$ cat src/rtl/uart_responder_pkg.sv
// Shared definitions for the UART bus responder.
// Holds register offsets, STATUS bit positions, the serial FSM state
// encoding shared by the TX and RX engines, the minimum bit period and a
// helper that clamps a requested bit period to that minimum.
package uart_responder_pkg;

    // Register offsets, decoded from bus_addr_i[3:2]
    localparam logic [1:0] REG_DATA   = 2'd0;
    localparam logic [1:0] REG_STATUS = 2'd1;
    localparam logic [1:0] REG_DIV    = 2'd2;

    // STATUS bit positions
    localparam int ST_TX_FULL   = 0;
    localparam int ST_TX_EMPTY  = 1;
    localparam int ST_TX_BUSY   = 2;
    localparam int ST_RX_VALID  = 3;
    localparam int ST_RX_OVF    = 4;
    localparam int ST_FRAME_ERR = 5;
    localparam int ST_TX_OVF    = 6;

    // Shortest bit period accepted, in clock cycles
    localparam logic [15:0] DIV_MIN = 16'd16;

    // Serial frame phases, shared by TX and RX engines
    typedef enum logic [1:0] {
        S_IDLE  = 2'd0,
        S_START = 2'd1,
        S_DATA  = 2'd2,
        S_STOP  = 2'd3
    } uart_state_e;

    // Raise a requested bit period to the supported minimum
    function automatic logic [15:0] clamp_div(input logic [15:0] value);
        logic [15:0] result;
        if (value < DIV_MIN) begin
            result = DIV_MIN;
        end else begin
            result = value;
        end
        return result;
    endfunction

endpackage

$ cat src/rtl/uart_responder_fifo.sv
// Synchronous FIFO used for both the TX and RX byte queues.
// Ports:
//   clk, rst_n     clock, asynchronous active-low reset
//   push, wdata    write request and data; accepted when not full, or when
//                  full but a pop happens in the same cycle
//   pop            read request; ignored when empty
//   head           combinational oldest entry
//   full, empty    status evaluated before the clock edge
// Pointers carry one extra wrap bit so full and empty are distinguishable.
module uart_responder_fifo
    import uart_responder_pkg::*;
#(
    parameter int WIDTH = 8,
    parameter int DEPTH = 8
) (
    input  logic             clk,
    input  logic             rst_n,
    input  logic             push,
    input  logic [WIDTH-1:0] wdata,
    input  logic             pop,
    output logic [WIDTH-1:0] head,
    output logic             full,
    output logic             empty
);

    localparam int AW = $clog2(DEPTH);
    localparam logic [AW:0] PTR_ONE = {{AW{1'b0}}, 1'b1};

    logic [WIDTH-1:0] mem_r [DEPTH];
    logic [AW:0]      wr_ptr_r;
    logic [AW:0]      rd_ptr_r;
    logic             full_s;
    logic             empty_s;
    logic             do_push_s;
    logic             do_pop_s;

    assign full_s    = (wr_ptr_r[AW] != rd_ptr_r[AW]) &&
                       (wr_ptr_r[AW-1:0] == rd_ptr_r[AW-1:0]);
    assign empty_s   = (wr_ptr_r == rd_ptr_r);
    assign do_pop_s  = pop && !empty_s;
    // When full, the slot being written is the one the pop releases
    assign do_push_s = push && (!full_s || do_pop_s);

    assign head  = mem_r[rd_ptr_r[AW-1:0]];
    assign full  = full_s;
    assign empty = empty_s;

    // Storage array write
    always_ff @(posedge clk or negedge rst_n) begin
        if (!rst_n) begin
            for (int i = 0; i < DEPTH; i++) begin
                mem_r[i] <= {WIDTH{1'b0}};
            end
        end else if (do_push_s) begin
            mem_r[wr_ptr_r[AW-1:0]] <= wdata;
        end
    end

    // Read and write pointer update
    always_ff @(posedge clk or negedge rst_n) begin
        if (!rst_n) begin
            wr_ptr_r <= {(AW+1){1'b0}};
            rd_ptr_r <= {(AW+1){1'b0}};
        end else begin
            if (do_push_s) begin
                wr_ptr_r <= wr_ptr_r + PTR_ONE;
            end
            if (do_pop_s) begin
                rd_ptr_r <= rd_ptr_r + PTR_ONE;
            end
        end
    end

endmodule

$ cat src/rtl/uart_responder.sv
// UART responder on the core's load/store bus.
// Ports:
//   clk_i, rst_ni        clock, asynchronous active-low reset
//   bus_cs_i             chip select; a cycle with it high is one access
//   bus_addr_i           byte address, [3:2] selects DATA/STATUS/DIV
//   bus_data_i           write data
//   bus_we_i             1 = write, 0 = read
//   bus_hb_i             access size, unused (all accesses are words)
//   uart_data_o          combinational read data for the current address
//   uart_tx_o            8N1 serial output, idle high
//   uart_rx_i            8N1 serial input, asynchronous to clk_i
//   irq_o                registered "receive FIFO not empty"
module uart_responder
    import uart_responder_pkg::*;
#(
    parameter int          TX_DEPTH  = 8,
    parameter int          RX_DEPTH  = 4,
    parameter logic [15:0] DIV_RESET = 16'd868
) (
    input  logic        clk_i,
    input  logic        rst_ni,
    input  logic        bus_cs_i,
    input  logic [31:0] bus_addr_i,
    input  logic [31:0] bus_data_i,
    input  logic        bus_we_i,
    input  logic [1:0]  bus_hb_i,
    output logic [31:0] uart_data_o,
    output logic        uart_tx_o,
    input  logic        uart_rx_i,
    output logic        irq_o
);

    // Bus decode
    logic [1:0]  addr_s;
    logic        wr_s;
    logic        rd_s;
    logic        tx_push_s;
    logic        tx_ovf_set_s;
    logic        rx_pop_s;
    logic        status_rd_s;
    logic        unused_bits_s;

    // Registers and flags
    logic [15:0] div_r;
    logic        tx_ovf_r;
    logic        rx_ovf_r;
    logic        frame_err_r;
    logic        irq_r;
    logic [31:0] status_s;
    logic [31:0] rdata_s;

    // FIFO interfaces
    logic [7:0]  tx_head_s;
    logic        tx_full_s;
    logic        tx_empty_s;
    logic        tx_pop_s;
    logic [7:0]  rx_head_s;
    logic        rx_full_s;
    logic        rx_empty_s;
    logic        rx_push_s;
    logic        rx_ovf_set_s;
    logic        rx_ferr_s;

    // TX engine
    uart_state_e tx_state_r, tx_state_n_s;
    logic [15:0] tx_cnt_r, tx_cnt_n_s;
    logic [2:0]  tx_bit_r, tx_bit_n_s;
    logic [7:0]  tx_shift_r, tx_shift_n_s;
    logic        tx_line_r, tx_line_n_s;

    // RX engine
    logic        rx_meta_r;
    logic        rx_sync_r;
    uart_state_e rx_state_r, rx_state_n_s;
    logic [15:0] rx_cnt_r, rx_cnt_n_s;
    logic [2:0]  rx_bit_r, rx_bit_n_s;
    logic [7:0]  rx_shift_r, rx_shift_n_s;
    logic [15:0] rx_half_s;

    assign addr_s       = bus_addr_i[3:2];
    assign wr_s         = bus_cs_i && bus_we_i;
    assign rd_s         = bus_cs_i && !bus_we_i;
    assign tx_push_s    = wr_s && (addr_s == REG_DATA) && !tx_full_s;
    assign tx_ovf_set_s = wr_s && (addr_s == REG_DATA) && tx_full_s;
    assign rx_pop_s     = rd_s && (addr_s == REG_DATA) && !rx_empty_s;
    assign status_rd_s  = rd_s && (addr_s == REG_STATUS);
    // A DATA read in the same cycle frees a slot, so that push is not an overrun
    assign rx_ovf_set_s = rx_push_s && rx_full_s && !rx_pop_s;
    assign rx_half_s    = {1'b0, div_r[15:1]} - 16'd1;
    assign unused_bits_s = ^{bus_addr_i[31:4], bus_addr_i[1:0],
                             bus_data_i[31:16], bus_hb_i};

    uart_responder_fifo #(.WIDTH(8), .DEPTH(TX_DEPTH)) u_tx_fifo (
        .clk   (clk_i),
        .rst_n (rst_ni),
        .push  (tx_push_s),
        .wdata (bus_data_i[7:0]),
        .pop   (tx_pop_s),
        .head  (tx_head_s),
        .full  (tx_full_s),
        .empty (tx_empty_s)
    );

    uart_responder_fifo #(.WIDTH(8), .DEPTH(RX_DEPTH)) u_rx_fifo (
        .clk   (clk_i),
        .rst_n (rst_ni),
        .push  (rx_push_s),
        .wdata (rx_shift_r),
        .pop   (rx_pop_s),
        .head  (rx_head_s),
        .full  (rx_full_s),
        .empty (rx_empty_s)
    );

    // STATUS word assembly
    always_comb begin
        status_s               = 32'h0;
        status_s[ST_TX_FULL]   = tx_full_s;
        status_s[ST_TX_EMPTY]  = tx_empty_s;
        status_s[ST_TX_BUSY]   = (tx_state_r != S_IDLE);
        status_s[ST_RX_VALID]  = !rx_empty_s;
        status_s[ST_RX_OVF]    = rx_ovf_r;
        status_s[ST_FRAME_ERR] = frame_err_r;
        status_s[ST_TX_OVF]    = tx_ovf_r;
    end

    // Zero-wait read data mux
    always_comb begin
        rdata_s = 32'h0;
        case (addr_s)
            REG_DATA: begin
                if (rx_empty_s) begin
                    rdata_s = 32'h0;
                end else begin
                    rdata_s = {24'h0, rx_head_s};
                end
            end
            REG_STATUS: rdata_s = status_s;
            REG_DIV:    rdata_s = {16'h0, div_r};
            default:    rdata_s = 32'h0;
        endcase
    end

    assign uart_data_o = rdata_s;
    assign uart_tx_o   = tx_line_r;
    assign irq_o       = irq_r;

    // Bit period register; values below the minimum are raised
    always_ff @(posedge clk_i or negedge rst_ni) begin
        if (!rst_ni) begin
            div_r <= DIV_RESET;
        end else if (wr_s && (addr_s == REG_DIV)) begin
            div_r <= clamp_div(bus_data_i[15:0]);
        end else begin
            div_r <= div_r;
        end
    end

    // Sticky error flags; a new event wins over a STATUS read clear
    always_ff @(posedge clk_i or negedge rst_ni) begin
        if (!rst_ni) begin
            tx_ovf_r    <= 1'b0;
            rx_ovf_r    <= 1'b0;
            frame_err_r <= 1'b0;
            irq_r       <= 1'b0;
        end else begin
            tx_ovf_r    <= tx_ovf_set_s || (tx_ovf_r && !status_rd_s);
            rx_ovf_r    <= rx_ovf_set_s || (rx_ovf_r && !status_rd_s);
            frame_err_r <= rx_ferr_s || (frame_err_r && !status_rd_s);
            irq_r       <= !rx_empty_s;
        end
    end

    // TX next-state logic; the bit period is re-read at every bit boundary
    always_comb begin
        tx_state_n_s = tx_state_r;
        tx_cnt_n_s   = tx_cnt_r;
        tx_bit_n_s   = tx_bit_r;
        tx_shift_n_s = tx_shift_r;
        tx_line_n_s  = tx_line_r;
        tx_pop_s     = 1'b0;
        case (tx_state_r)
            S_IDLE: begin
                if (!tx_empty_s) begin
                    tx_pop_s     = 1'b1;
                    tx_state_n_s = S_START;
                    tx_cnt_n_s   = div_r - 16'd1;
                    tx_shift_n_s = tx_head_s;
                    tx_line_n_s  = 1'b0;
                end else begin
                    tx_line_n_s  = 1'b1;
                end
            end
            S_START: begin
                if (tx_cnt_r == 16'd0) begin
                    tx_state_n_s = S_DATA;
                    tx_cnt_n_s   = div_r - 16'd1;
                    tx_bit_n_s   = 3'd0;
                    tx_line_n_s  = tx_shift_r[0];
                end else begin
                    tx_cnt_n_s   = tx_cnt_r - 16'd1;
                end
            end
            S_DATA: begin
                if (tx_cnt_r == 16'd0) begin
                    tx_cnt_n_s = div_r - 16'd1;
                    if (tx_bit_r == 3'd7) begin
                        tx_state_n_s = S_STOP;
                        tx_line_n_s  = 1'b1;
                    end else begin
                        tx_bit_n_s   = tx_bit_r + 3'd1;
                        tx_shift_n_s = {1'b0, tx_shift_r[7:1]};
                        tx_line_n_s  = tx_shift_r[1];
                    end
                end else begin
                    tx_cnt_n_s = tx_cnt_r - 16'd1;
                end
            end
            S_STOP: begin
                if (tx_cnt_r == 16'd0) begin
                    // Chain straight into the next start bit when more data waits
                    if (!tx_empty_s) begin
                        tx_pop_s     = 1'b1;
                        tx_state_n_s = S_START;
                        tx_cnt_n_s   = div_r - 16'd1;
                        tx_shift_n_s = tx_head_s;
                        tx_line_n_s  = 1'b0;
                    end else begin
                        tx_state_n_s = S_IDLE;
                        tx_line_n_s  = 1'b1;
                    end
                end else begin
                    tx_cnt_n_s = tx_cnt_r - 16'd1;
                end
            end
            default: begin
                tx_state_n_s = S_IDLE;
                tx_line_n_s  = 1'b1;
            end
        endcase
    end

    // TX state register
    always_ff @(posedge clk_i or negedge rst_ni) begin
        if (!rst_ni) begin
            tx_state_r <= S_IDLE;
            tx_cnt_r   <= 16'd0;
            tx_bit_r   <= 3'd0;
            tx_shift_r <= 8'h0;
            tx_line_r  <= 1'b1;
        end else begin
            tx_state_r <= tx_state_n_s;
            tx_cnt_r   <= tx_cnt_n_s;
            tx_bit_r   <= tx_bit_n_s;
            tx_shift_r <= tx_shift_n_s;
            tx_line_r  <= tx_line_n_s;
        end
    end

    // Two-flop synchroniser for the asynchronous serial input
    always_ff @(posedge clk_i or negedge rst_ni) begin
        if (!rst_ni) begin
            rx_meta_r <= 1'b1;
            rx_sync_r <= 1'b1;
        end else begin
            rx_meta_r <= uart_rx_i;
            rx_sync_r <= rx_meta_r;
        end
    end

    // RX next-state logic; start is checked mid-bit, then one sample per period
    always_comb begin
        rx_state_n_s = rx_state_r;
        rx_cnt_n_s   = rx_cnt_r;
        rx_bit_n_s   = rx_bit_r;
        rx_shift_n_s = rx_shift_r;
        rx_push_s    = 1'b0;
        rx_ferr_s    = 1'b0;
        case (rx_state_r)
            S_IDLE: begin
                if (!rx_sync_r) begin
                    rx_state_n_s = S_START;
                    rx_cnt_n_s   = rx_half_s;
                end else begin
                    rx_cnt_n_s   = rx_cnt_r;
                end
            end
            S_START: begin
                if (rx_cnt_r == 16'd0) begin
                    if (rx_sync_r) begin
                        rx_state_n_s = S_IDLE;
                    end else begin
                        rx_state_n_s = S_DATA;
                        rx_cnt_n_s   = div_r - 16'd1;
                        rx_bit_n_s   = 3'd0;
                    end
                end else begin
                    rx_cnt_n_s = rx_cnt_r - 16'd1;
                end
            end
            S_DATA: begin
                if (rx_cnt_r == 16'd0) begin
                    rx_shift_n_s = {rx_sync_r, rx_shift_r[7:1]};
                    rx_cnt_n_s   = div_r - 16'd1;
                    if (rx_bit_r == 3'd7) begin
                        rx_state_n_s = S_STOP;
                    end else begin
                        rx_bit_n_s   = rx_bit_r + 3'd1;
                    end
                end else begin
                    rx_cnt_n_s = rx_cnt_r - 16'd1;
                end
            end
            S_STOP: begin
                if (rx_cnt_r == 16'd0) begin
                    rx_state_n_s = S_IDLE;
                    if (rx_sync_r) begin
                        rx_push_s = 1'b1;
                    end else begin
                        rx_ferr_s = 1'b1;
                    end
                end else begin
                    rx_cnt_n_s = rx_cnt_r - 16'd1;
                end
            end
            default: begin
                rx_state_n_s = S_IDLE;
            end
        endcase
    end

    // RX state register
    always_ff @(posedge clk_i or negedge rst_ni) begin
        if (!rst_ni) begin
            rx_state_r <= S_IDLE;
            rx_cnt_r   <= 16'd0;
            rx_bit_r   <= 3'd0;
            rx_shift_r <= 8'h0;
        end else begin
            rx_state_r <= rx_state_n_s;
            rx_cnt_r   <= rx_cnt_n_s;
            rx_bit_r   <= rx_bit_n_s;
            rx_shift_r <= rx_shift_n_s;
        end
    end

endmodule

$ cat config.mk
export PLATFORM = sky130hd
export DESIGN_NAME = uart_responder
export DESIGN_NICKNAME = d
export VERILOG_FILES = /design/src/rtl/uart_responder_pkg.sv /design/src/rtl/uart_responder_fifo.sv /design/src/rtl/uart_responder.sv
export SDC_FILE = /design/constraint.sdc
export NUM_CORES = 1
export LEC_CHECK = 0
export CORE_MARGIN = 2
export CORE_UTILIZATION = 35
export DETAILED_ROUTE_END_ITERATION = 8
export PLACE_DENSITY = 0.64
export SKIP_CTS_REPAIR_TIMING = 1
export SLEW_MARGIN = 20
export SYNTH_ARGS = -nofsm -noshare
export SYNTH_HDL_FRONTEND = slang
export SYNTH_SLANG_ARGS = --single-unit
$ cat constraint.sdc
create_clock -name clk_i -period 3.1 [get_ports clk_i]
set_clock_uncertainty 0.2 [all_clocks]
set_input_delay 0.31 -clock clk_i [delete_from_list [all_inputs] [get_ports clk_i]]
set_output_delay 0.31 -clock clk_i [all_outputs]
set_load 0.05 [all_outputs]
==> reports/metrics.yaml <==
run_status:
  status: "finished clean"
clock_network:
  cts.sinks: 191
  clk_latency_ps: 440
  cts_buffers: 17
  path_clk_slew_ps: 80
  ctsLongestPathBuffers: 2
  tritoncts: "yes"
  htreeDepth: 4
  root_buffer: "clkbuf_16"
detailed_routing:
  drc_errors: 0
  ant_nets: 0
  dr.first_iter.drc_count: 700
  wl_mm: 26.8
  wl_met2_mm: 12.6
  top_layer_used: "met4"
  dr_total_vias: 7980
  wl_met1_mm: 12.6
  wl_met3_um: 888
  via_per_inst: 5.43
  dr.pass1.iters: 5
  wl_per_cell_um: 18.3
critical_path:
  crit_arrival_ps: 3130
  crit_chain: "inv_1 -> ha_1 -> nor4b_1 -> and3b_1 -> nand2_2 -> nor3_4 -> nand2_2 -> mux2_2"
  critPathSlowestCell: "and3b_1"
  cp_common_cell: "nand2_2"
  crit_fanout: 9
  worstSetupStartpointType: "flop"
  path_class: "flop to flop"
  cp.required_ps: 3220
  critPathMaxStageDelay_ps: 440
  cp-startpoint: "rx_cnt_r[1]"
  r2r_start: "rx_cnt_r[1]"
  end_kind: "flop"
final_layout:
  fin_nets: 1158
  fin_area_um2: 12600
  layout_commonest_cell: "dfrtp_1"
  antennaDiodeCount: 0
  synthToLayoutAreaGrowth_pct: 16.2
  final_cell_mix: "183 x dfrtp_1, 124 x mux2_2, 79 x nand2_1"
  fill_cells: 2943
  stdcell_count: 1469
  layout-drive-gt1-share: 0.262
timing:
  fin_crit_sh: 0.971
  fin_ws_ps: 91.3
  rsz0062_at_grt: "no"
  fmax_ghz: 0.332
  worst_hold_slack_ps: 72.5
  finalHoldViolations: 0
  slew_violations: 0
  setup_viol: 0
  maxSlewHeadroom: 0.367
  tns_ps: 0
  worstMarginPinSlew_ps: 945
  min_period_ps: 3010
logic_synthesis:
  synth_top_family_by_area: "multiplexers"
  yosys_most_used_dff: "dfrtp_1"
  synthCells: 1007
  muxShareOfSynthArea: 0.186
  avgSynthCellArea_um2: 10.8
  synth-simple-area-share: 0.129
  synth-adder-area-share: 0.0311
  synth-edff-count: 0
  yosysSeqAreaShare: 0.442
  synth_xor_area_frac: 0.0420
  yosysUniqueCellTypes: 75
  synthesis.area_um2: 10800
  synth_compound_area_frac: 0.125
  synth_seq_cells: 191
  ys_warn_count: 0
  async_flop_share: 1.00
place:
  dpl-instance-area_um2: 12000
  place_ws_ps: 203
  placed_cells: 1436
  place_congestion: 0.865
  dp_hpwl_mm: 18.8
  port-buffer-count: 40
power:
  powerDensity_nw_per_um2: 862
  vdd_drop_max_v: 0.000562
  p_leak_nw: 5.51
global_route:
  grt_overflow: 0
  antenna_found_initial: 0
  grt_usage: 0.167
  grt_pass1_wl_mm: 43.7
  grt_max_degree: 81
  grt_pass1_vias: 7892
die:
  ios: 105
  die_area_um2: 32400
  initial_utilization: 0.355
  die_w_um: 180
  fp-row-count: 64
  core_region_area_um2: 30600
  die_y_um: 180
worst_hold_path:
  min_path_type: "primary input to flop"
  min_from: "uart_rx_i"
flow_run:
  cap_viol_max_count: 0
==> area by class of cell <==
type	instances	area (µm²)	area share
Tap cell	396	495	0.0393
Inverter	30	113	0.00893
Clock buffer	17	425	0.0337
Clock inverter	15	180	0.0143
Timing Repair Buffer	95	980	0.0777
Multi-Input combinational cell	725	5630	0.446
Sequential cell	191	4790	0.380
==> synth_stat cells (all sizes together) (4+ instances only) <==
cell | instances | share of area
a22o | 10 | 0.0081
nor3 | 19 | 0.011
nor3b | 11 | 0.0085
ha | 27 | 0.031
xor2 | 18 | 0.015
a221oi | 6 | 0.0048
buf | 40 | 0.022
a21oi | 47 | 0.022
mux2 | 124 | 0.13
nand2 | 83 | 0.030
nor2 | 58 | 0.020
or3 | 8 | 0.0046
a31oi | 14 | 0.0081
o21ai | 54 | 0.025
a31o | 4 | 0.0032
nor4 | 20 | 0.012
dfstp | 8 | 0.019
dfrtp | 183 | 0.42
or4 | 6 | 0.0042
nand3 | 16 | 0.0074
o31ai | 5 | 0.0035
o221ai | 5 | 0.0040
o211ai | 4 | 0.0028
inv | 30 | 0.010
mux2i | 8 | 0.0074
a21boi | 4 | 0.0028
nand2b | 5 | 0.0029
xnor2 | 34 | 0.027
clkbuf | 36 | 0.012
nor2b | 7 | 0.0040
nand4 | 10 | 0.0063
a211oi | 6 | 0.0042
mux4 | 24 | 0.050
and3 | 5 | 0.0029
and2 | 10 | 0.0058
o22ai | 9 | 0.0052
a32o | 4 | 0.0037
==> per-layer routing <==
| layer | track usage | vias to the layer above |
|---|---|---|
| met3 | 0.0178 | 43 |
| met5 | 0 | - |
| met2 | 0.269 | 178 |
| li1 | - | 3760 |
| met4 | 0.0626 | 0 |
| met1 | 0.233 | 3999 |
==> final timing paths <==
path | to | slack (ps) | depth (start not counted)
max in group asynchronous | div_r[2] | 1580 | 3
worst min register to register | rx_sync_r | 170 | 0
worst min-delay path | rx_meta_r | 70 | 1
worst max register to register | u_rx_fifo.mem_r[0] | 90 | 8
worst max-delay path | u_rx_fifo.mem_r[0] | 90 | 8
min in group asynchronous | rx_bit_r[2] | 280 | 2
==> registers in the layout, indices dropped and copies added, names as in the netlist, 2 cells and up, named ones only <==
register            flops
rx_bit_r                3
rx_cnt_r               16
u_tx_fifo.wr_ptr_r      4
tx_bit_r                3
u_rx_fifo.rd_ptr_r      3
u_rx_fifo.wr_ptr_r      3
tx_shift_r              8
div_r                  16
tx_cnt_r               16
tx_state_r              2
u_tx_fifo.rd_ptr_r      4
u_rx_fifo.mem_r        32
u_tx_fifo.mem_r        64
rx_shift_r              8
==> critical path, delay by kind of cell (launching register included) <==
family                   cells  cell delay [ps]
adder cells (fa/ha/maj)      1              170
buffers and inverters        1              130
multiplexers                 1              330
AND/OR/NAND/NOR              5             1660
flip-flops                   1              420
==> cell families (layout without fill, tap and decap cells) <==
group / after synthesis / after routing
simple gates: 270 / 270
compound gates: 204 / 204
flops: 191 / 191
mux: 156 / 156
buf+inv: 106 / 157
xor+xnor: 52 / 52
fa+ha+maj: 27 / 27
other cells: 1 / 16
==> through the flow <==
stage                      util  power (mW)
after floorplan               -        7.28
after global placement    0.392        8.52
after detailed placement  0.392        8.63
after CTS                 0.412        10.9
after global routing      0.412        11.6
final                     0.412        10.9
==> where the power goes <==
group          internal, mW  leakage, nW  switching, mW
Combinational          2.17         2.71           2.68
Sequential             3.16         2.50          0.632
Clock                  1.10        0.297           1.13
No activity file was read; power rests on OpenSTA's default activity.
